<file path="config.mk">
export PLATFORM = sky130hd
export DESIGN_NAME = vid_pattern_gen
export DESIGN_NICKNAME = d
export VERILOG_FILES = /design/src/rtl/vid_pattern_gen.sv
export SDC_FILE = /design/constraint.sdc
export NUM_CORES = 1
export LEC_CHECK = 0
export BUFFER_PORTS_ARGS = -buffer_cell sky130_fd_sc_hd__buf_4
export CAP_MARGIN = 5
export CORE_MARGIN = 2
export CORE_UTILIZATION = 40
export CTS_CLUSTER_SIZE = 25
export DETAILED_ROUTE_END_ITERATION = 8
export GPL_ROUTABILITY_DRIVEN = 0
export PLACE_DENSITY = 0.6
export SETUP_SLACK_MARGIN = 0.02
export SKIP_CTS_REPAIR_TIMING = 1
export SYNTH_ARGS = -nofsm -noshare
export SYNTH_HDL_FRONTEND = slang
export SYNTH_SLANG_ARGS = --single-unit
</file>
<file path="constraint.sdc">
create_clock -name clk -period 5.11 [get_ports clk]
set_input_delay 0.511 -clock clk [delete_from_list [all_inputs] [get_ports clk]]
set_output_delay 0.511 -clock clk [all_outputs]
set_load 0.05 [all_outputs]
</file>
<file path="src/rtl/vid_pattern_gen.sv">
// Raster timing and test-pattern source for the vid_io pixel path.
// Optional macro VID_PATTERN_SCROLL_EN scrolls every pattern left by one pixel per frame.
module vid_pattern_gen #(
    parameter int DATA_WIDTH = 24,
    parameter int H_ACTIVE   = 1280,
    parameter int H_FP       = 110,
    parameter int H_SYNC     = 40,
    parameter int H_BP       = 220,
    parameter int V_ACTIVE   = 720,
    parameter int V_FP       = 5,
    parameter int V_SYNC     = 5,
    parameter int V_BP       = 20,
    parameter int SYNC_POL   = 1,
    parameter int CHECK_LOG2 = 5
) (
    input  logic                  clk,
    input  logic                  n_rst,
    input  logic                  i_en,
    input  logic [3:0]            sw,
    output logic [DATA_WIDTH-1:0] o_vid_data,
    output logic                  o_vid_hsync,
    output logic                  o_vid_vsync,
    output logic                  o_vid_VDE,
    output logic                  o_sof
);
    localparam int H_TOTAL = H_ACTIVE + H_FP + H_SYNC + H_BP;
    localparam int V_TOTAL = V_ACTIVE + V_FP + V_SYNC + V_BP;
    localparam int BAR_W   = H_ACTIVE / 8;
    localparam int HW      = $clog2(H_TOTAL);
    localparam int VW      = $clog2(V_TOTAL);
    localparam int CW      = DATA_WIDTH / 3;

    localparam logic [HW-1:0] H_LAST   = HW'(H_TOTAL - 1);
    localparam logic [VW-1:0] V_LAST   = VW'(V_TOTAL - 1);
    localparam logic [HW-1:0] X_LAST   = HW'(H_ACTIVE - 1);
    localparam logic [HW-1:0] BAR_LAST = HW'(BAR_W - 1);
    localparam logic [HW-1:0] H_ACT    = HW'(H_ACTIVE);
    localparam logic [HW-1:0] HS_START = HW'(H_ACTIVE + H_FP);
    localparam logic [HW-1:0] HS_END   = HW'(H_ACTIVE + H_FP + H_SYNC);
    localparam logic [VW-1:0] V_ACT    = VW'(V_ACTIVE);
    localparam logic [VW-1:0] VS_START = VW'(V_ACTIVE + V_FP);
    localparam logic [VW-1:0] VS_END   = VW'(V_ACTIVE + V_FP + V_SYNC);
    localparam logic          SP       = (SYNC_POL != 0);
    localparam logic [CW-1:0] MID      = {1'b1, {(CW-1){1'b0}}};

    function automatic logic [DATA_WIDTH-1:0] bar_rgb(input logic [3:0] idx);
        logic r, g, b;
        r = ~idx[1];
        g = ~idx[2];
        b = ~idx[0];
        if (idx[3]) begin
            r = 1'b0;
            g = 1'b0;
            b = 1'b0;
        end
        return {{CW{r}}, {CW{b}}, {CW{g}}};
    endfunction

    function automatic logic [DATA_WIDTH-1:0] swap_rb(input logic [DATA_WIDTH-1:0] p);
        return {p[2*CW-1:CW], p[3*CW-1:2*CW], p[CW-1:0]};
    endfunction

    logic [HW-1:0] hcount_q, hcount_d;
    logic [VW-1:0] vcount_q, vcount_d;
    logic [HW-1:0] bar_px_q, bar_px_d;
    logic [3:0]    bar_idx_q, bar_idx_d;
    logic [3:0]    sel_q;
    logic [HW-1:0] x_cur;
    logic [HW-1:0] ld_px;
    logic [3:0]    ld_idx;
    logic          h_wrap, v_wrap, at_origin;

    assign h_wrap    = (hcount_q == H_LAST);
    assign v_wrap    = (vcount_q == V_LAST);
    assign at_origin = (hcount_q == '0) && (vcount_q == '0);

`ifdef VID_PATTERN_SCROLL_EN
    logic [10:0]   frame_cnt_q, frame_cnt_d;
    logic [HW-1:0] xstart_q, xstart_d, xcount_q, xcount_d;
    logic [HW-1:0] spx_q, spx_d;
    logic [3:0]    sidx_q, sidx_d;

    // Line-start coordinate and its bar position track (frame_cnt mod H_ACTIVE) incrementally.
    always_comb begin
        frame_cnt_d = frame_cnt_q;
        xstart_d    = xstart_q;
        spx_d       = spx_q;
        sidx_d      = sidx_q;
        xcount_d    = xcount_q;
        if (i_en && h_wrap && v_wrap) begin
            frame_cnt_d = frame_cnt_q + 1'b1;
            if (frame_cnt_q == 11'h7FF || xstart_q == X_LAST) begin
                xstart_d = '0;
                spx_d    = '0;
                sidx_d   = '0;
            end else begin
                xstart_d = xstart_q + 1'b1;
                if (spx_q == BAR_LAST) begin
                    spx_d  = '0;
                    sidx_d = sidx_q + 1'b1;
                end else begin
                    spx_d = spx_q + 1'b1;
                end
            end
        end
        if (i_en) begin
            if (h_wrap) xcount_d = xstart_d;
            else        xcount_d = (xcount_q == X_LAST) ? '0 : xcount_q + 1'b1;
        end
    end

    always_ff @(posedge clk or negedge n_rst) begin
        if (!n_rst) begin
            frame_cnt_q <= '0;
            xstart_q    <= '0;
            spx_q       <= '0;
            sidx_q      <= '0;
            xcount_q    <= '0;
        end else begin
            frame_cnt_q <= frame_cnt_d;
            xstart_q    <= xstart_d;
            spx_q       <= spx_d;
            sidx_q      <= sidx_d;
            xcount_q    <= xcount_d;
        end
    end

    assign x_cur  = xcount_q;
    assign ld_px  = spx_d;
    assign ld_idx = sidx_d;
`else
    assign x_cur  = hcount_q;
    assign ld_px  = '0;
    assign ld_idx = '0;
`endif

    // Bar index follows x through a pixel-in-bar counter instead of dividing.
    always_comb begin
        hcount_d  = hcount_q;
        vcount_d  = vcount_q;
        bar_px_d  = bar_px_q;
        bar_idx_d = bar_idx_q;
        if (i_en) begin
            if (h_wrap) begin
                hcount_d  = '0;
                vcount_d  = v_wrap ? '0 : vcount_q + 1'b1;
                bar_px_d  = ld_px;
                bar_idx_d = ld_idx;
            end else begin
                hcount_d = hcount_q + 1'b1;
                if (x_cur == X_LAST) begin
                    bar_px_d  = '0;
                    bar_idx_d = '0;
                end else if (bar_px_q == BAR_LAST) begin
                    bar_px_d  = '0;
                    bar_idx_d = bar_idx_q + 1'b1;
                end else begin
                    bar_px_d = bar_px_q + 1'b1;
                end
            end
        end
    end

    logic [3:0]            pat_sw;
    logic [DATA_WIDTH-1:0] pix;
    logic                  active, hs, vs;
    logic [DATA_WIDTH-1:0] data_d, data_q;
    logic                  vde_d, vde_q, hs_d, hs_q, vs_d, vs_q, sof_d, sof_q;

    assign active = (hcount_q < H_ACT) && (vcount_q < V_ACT);
    assign hs     = (hcount_q >= HS_START) && (hcount_q < HS_END);
    assign vs     = (vcount_q >= VS_START) && (vcount_q < VS_END);
    // The first pixel of a frame already uses the switch value being latched on that edge.
    assign pat_sw = at_origin ? sw : sel_q;

    always_comb begin
        case (pat_sw[1:0])
            2'b00:   pix = bar_rgb(bar_idx_q);
            2'b01:   pix = (x_cur[CHECK_LOG2] ^ vcount_q[CHECK_LOG2]) ? '0 : '1;
            2'b10:   pix = {3{CW'(x_cur)}};
            default: pix = {3{MID}};
        endcase
        if (pat_sw[2]) pix = swap_rb(pix);
        if (pat_sw[3]) pix = ~pix;
    end

    always_comb begin
        data_d = '0;
        vde_d  = 1'b0;
        hs_d   = ~SP;
        vs_d   = ~SP;
        sof_d  = 1'b0;
        if (i_en) begin
            vde_d = active;
            hs_d  = hs ? SP : ~SP;
            vs_d  = vs ? SP : ~SP;
            sof_d = at_origin;
            if (active) data_d = pix;
        end
    end

    always_ff @(posedge clk or negedge n_rst) begin
        if (!n_rst) begin
            hcount_q  <= '0;
            vcount_q  <= '0;
            bar_px_q  <= '0;
            bar_idx_q <= '0;
            sel_q     <= '0;
            data_q    <= '0;
            vde_q     <= 1'b0;
            hs_q      <= ~SP;
            vs_q      <= ~SP;
            sof_q     <= 1'b0;
        end else begin
            hcount_q  <= hcount_d;
            vcount_q  <= vcount_d;
            bar_px_q  <= bar_px_d;
            bar_idx_q <= bar_idx_d;
            if (i_en && at_origin) sel_q <= sw;
            data_q    <= data_d;
            vde_q     <= vde_d;
            hs_q      <= hs_d;
            vs_q      <= vs_d;
            sof_q     <= sof_d;
        end
    end

    assign o_vid_data  = data_q;
    assign o_vid_VDE   = vde_q;
    assign o_vid_hsync = hs_q;
    assign o_vid_vsync = vs_q;
    assign o_sof       = sof_q;
endmodule

</file>
==> impl_table.tex <==
\begin{tabular}{lr}
\hline
Metric & Value \\
\hline
\multicolumn{2}{l}{\textbf{CTS}} \\
Clk sinks & between 60 and 70 \\
Master cell of the clock root buffer & sky130\_fd\_sc\_hd\_\_clkbuf\_8 \\
Clock latency on the worst-skew pair & around 340 ps \\
CTS tree & built \\
Buffer levels on the longest clock path & 2 \\
H-tree level count & 3 \\
Inserted Clock Buffers & 9 \\
Post-CTS clock slew at the launch and capture registers of the worst setup and hold paths & about 80 ps \\
\multicolumn{2}{l}{\textbf{Final layout}} \\
Commonest non-fill, non-tap cells in the layout & 68 x sky130\_fd\_sc\_hd\_\_dfrtp\_1, 39 x sky130\_fd\_sc\_hd\_\_nor2\_1, 34 x sky130\_fd\_sc\_hd\_\_buf\_4 \\
Nets & around 400 \\
Commonest non-fill, non-tap cell in the layout & sky130\_fd\_sc\_hd\_\_dfrtp\_1 \\
Fin util & 0.4717 \\
Number of diodes & 0 \\
Ratio of cells with drive above 1 in the final layout & 0.1637 \\
Area added between synthesis and finish & 14.73\% \\
\multicolumn{2}{l}{\textbf{STA}} \\
Crit path time final & approximately 3300 ps \\
Fin Setup TNS & 0 ps \\
RSZ-0062 raised after global routing & false \\
Setup-failing EPs final & 0 \\
Share of the clock period used by the worst path & 0.6480 \\
Final Hold Viols & 0 \\
Relative slew margins & 0.4000 \\
Max frequency & between 300 and 400 MHz \\
Slew of the pin with the lowest slew margin & around 900 ps \\
Pins over their slew limit & 0 \\
Max Clock Skew & just under 9 ps \\
\multicolumn{2}{l}{\textbf{Floorplan}} \\
Number of standard-cell rows in the floorplan & 34 \\
Overall die width & 98.45 um \\
Initial standard-cell utilization of the core & 0.4112 \\
Full die area & between 0.009 and 0.01 sq mm \\
Boundary Pins & 35 \\
Die height & between 90 and 100 um \\
Core ar. & 0.008678 sq mm \\
\multicolumn{2}{l}{\textbf{Flow run}} \\
Number of violations of the max-capacitance limit & 0 \\
\multicolumn{2}{l}{\textbf{Synthesis}} \\
Warning count from the yosys run & 0 \\
Synth top area cells & sky130\_fd\_sc\_hd\_\_dfrtp\_1 48\%, sky130\_fd\_sc\_hd\_\_mux2i\_1 7.6\%, sky130\_fd\_sc\_hd\_\_o21ai\_0 4.2\% \\
Net count of the mapped netlist & about 380 \\
Cells after synthesis & approximately 370 \\
Ys flop type & sky130\_fd\_sc\_hd\_\_dfrtp\_1 \\
Share of Yosys cell area claimed by the top area cell type & 0.4769 \\
Number of enable-type register cells in the synthesized netlist & 0 \\
Flip-flop and latch count after synthesis & 68 \\
Largest area contributor in the netlist & sky130\_fd\_sc\_hd\_\_dfrtp\_1 \\
Async set-reset flop share out of synthesis & 1.000 \\
Count of unique library cells instantiated by Yosys & 48 \\
Cell area after technology mapping & approximately 0.0036 sq mm \\
Syn avg cell area & 9.776 sq um \\
Sequential cell area fraction in the yosys report & 0.4769 \\
\multicolumn{2}{l}{\textbf{Power and ir drop}} \\
Power density normalized to cell area & 361.2 mW/mm\^{}2 \\
Maximum vdd ir drop & approximately 0.00013 V \\
Leakage dissipation & 1.955 nW \\
\multicolumn{2}{l}{\textbf{GRT}} \\
Vias in the first global route & $\sim$2700 \\
Maximum number of pins on one net before global-route repair & 69 \\
Antenna violations before repair & 0 \\
First-pass GRT wire length & $\sim$13 mm \\
Overflow left after global routing & 0 \\
Total track usage & 0.1728 \\
\multicolumn{2}{l}{\textbf{Detailed routing}} \\
DR iter-0 viols & around 130 \\
Number of design rule violations left after detail routing & 0 \\
Average wire length per cell after detail routing & approximately 16 um \\
Average vias per placed instance & around 5.4 \\
Wire length reported by the detailed router & roughly 7.8 mm \\
First-pass detailed-route iteration total & 4 \\
DR vias & around 2700 \\
Post-route ant nets & 0 \\
\multicolumn{2}{l}{\textbf{Worst hold path}} \\
Classification of the worst-slack hold path & input port to asynchronous set/reset pin \\
\multicolumn{2}{l}{\textbf{Place}} \\
IO Port Bufs & 34 \\
Detailed Place HPWL & 5.368 mm \\
\multicolumn{2}{l}{\textbf{Critical path}} \\
Required time at the endpoint of the critical path & 5350 ps \\
Critical path peak fanout & 9 \\
Data arrival time at the worst-slack endpoint & 3550 ps \\
Worst path cell trace & inv\_1 > ha\_1 > or4b\_4 > or3\_1 > or4\_1 > a21o\_1 > nor2\_1 > or2\_2 > mux2i\_1 \\
Highest-delay cell along the critical path & sky130\_fd\_sc\_hd\_\_dfrtp\_1 \\
Startpoint type of the worst setup path & flip-flop \\
Critical Path Max Stage Delay & about 480 ps \\
Kind of end point of the critical path & flip-flop \\
Worst Setup Path Type & flip-flop to flip-flop \\
\multicolumn{2}{l}{\textbf{Run status}} \\
Result of the run & finished, final reports clean \\
\hline
\end{tabular}
Yosys cell counts, drive strengths merged (3+ instances only):
library cell  instances
inv                   9
nand4b                4
and3                  9
mux2                  4
xor2                  9
clkbuf               15
nor3                  7
or3                   5
nand4                 5
o21ai                33
a31oi                 3
a21oi                 6
and2                  3
ha                    9
dfrtp                68
a21o                  9
nor2                 39
or2                   7
buf                   3
nand3                21
mux2i                27
nor4                  3
nand2                33
xnor2                 6
metal layers:
metal / global-route usage / share of wire
met1: 0.2399 / 0.49
met2: 0.2664 / 0.45
met3: 0.03759 / 0.049
met4: 0.06639 / 0.011
met5: 0 / 0
area by class of cell:
cell class,instances,area (sq um)
Inverter,9,33.78
Fill cell,853,4584
Timing Repair Buffer,34,255.2
Clock inverter,5,58.81
Tap cell,108,135.1
Multi-Input combinational cell,270,1758
Clock buffer,11,151.4
Sequential cell,68,1702
state kept, by name, indices dropped and copies added (netlist names):
signal,cells
bar_px_q,11
o_vid_hsync,1
sel_q,4
o_vid_vsync,1
vcount_q,10
bar_idx_q,4
o_sof,1
hcount_q,11
o_vid_VDE,1
o_vid_data,24
kinds of logic after synthesis:
logic type | Yosys count | synth area share
flops | 68 | 0.4769
mux | 31 | 0.08836
fa+ha+maj | 9 | 0.03156
buf+inv | 27 | 0.03050
xor+xnor | 15 | 0.03682
simple gates | 149 | 0.2114
compound gates | 66 | 0.1245
power breakdown:
part           internal [mW]  switching, mW  total, mW
Combinational          0.127          0.203      0.330
Sequential             0.600         0.0768      0.677
Clock                  0.253          0.218      0.471
Total                  0.980          0.498       1.48
worst max-delay path, delay by kind of cell, from the launching register on:
| kind | cells | cell delay [ps] |
|---|---|---|
| adder cells (fa/ha/maj) | 1 | 160 |
| AO/OA/AOI/OAI | 1 | 270 |
| AND/OR/NAND/NOR | 5 | 1970 |
| flip-flops | 1 | 480 |
| multiplexers | 1 | 200 |
| buffers and inverters | 1 | 150 |
final timing paths:
kind | start | to | slack, ps | cells after the start
max in group asynchronous | n_rst | hcount_q[2] | 4280 | 1
worst max register to register | hcount_q[0] | o_vid_data[2] | 1800 | 9
worst min-delay path | n_rst | vcount_q[5] | 270 | 1
worst min register to register | bar_px_q[0] | bar_px_q[0] | 510 | 1
min in group clk | sw[3] | sel_q[3] | 410 | 2
worst max-delay path | hcount_q[0] | o_vid_data[2] | 1800 | 9
stage by stage:
stage / instance area [sq um] / instances / power (mW) / hold WS (ps) / setup slack, ps
6_report: 4094 / 505 / 1.479 / 271.7 / 1799
5_1_grt: 4094 / 505 / 1.558 / 338.4 / 1463
4_1_cts: 4094 / 505 / 1.497 / 292.9 / 1829
3_5_place_dp: 3884 / 489 / 1.019 / 493.5 / 1848
3_3_place_gp: 3884 / 489 / 1.012 / 493.2 / 1919
2_1_floorplan: 3568 / 365 / 0.9245 / 215.4 / 2271
No activity file was read; power rests on OpenSTA's default activity.
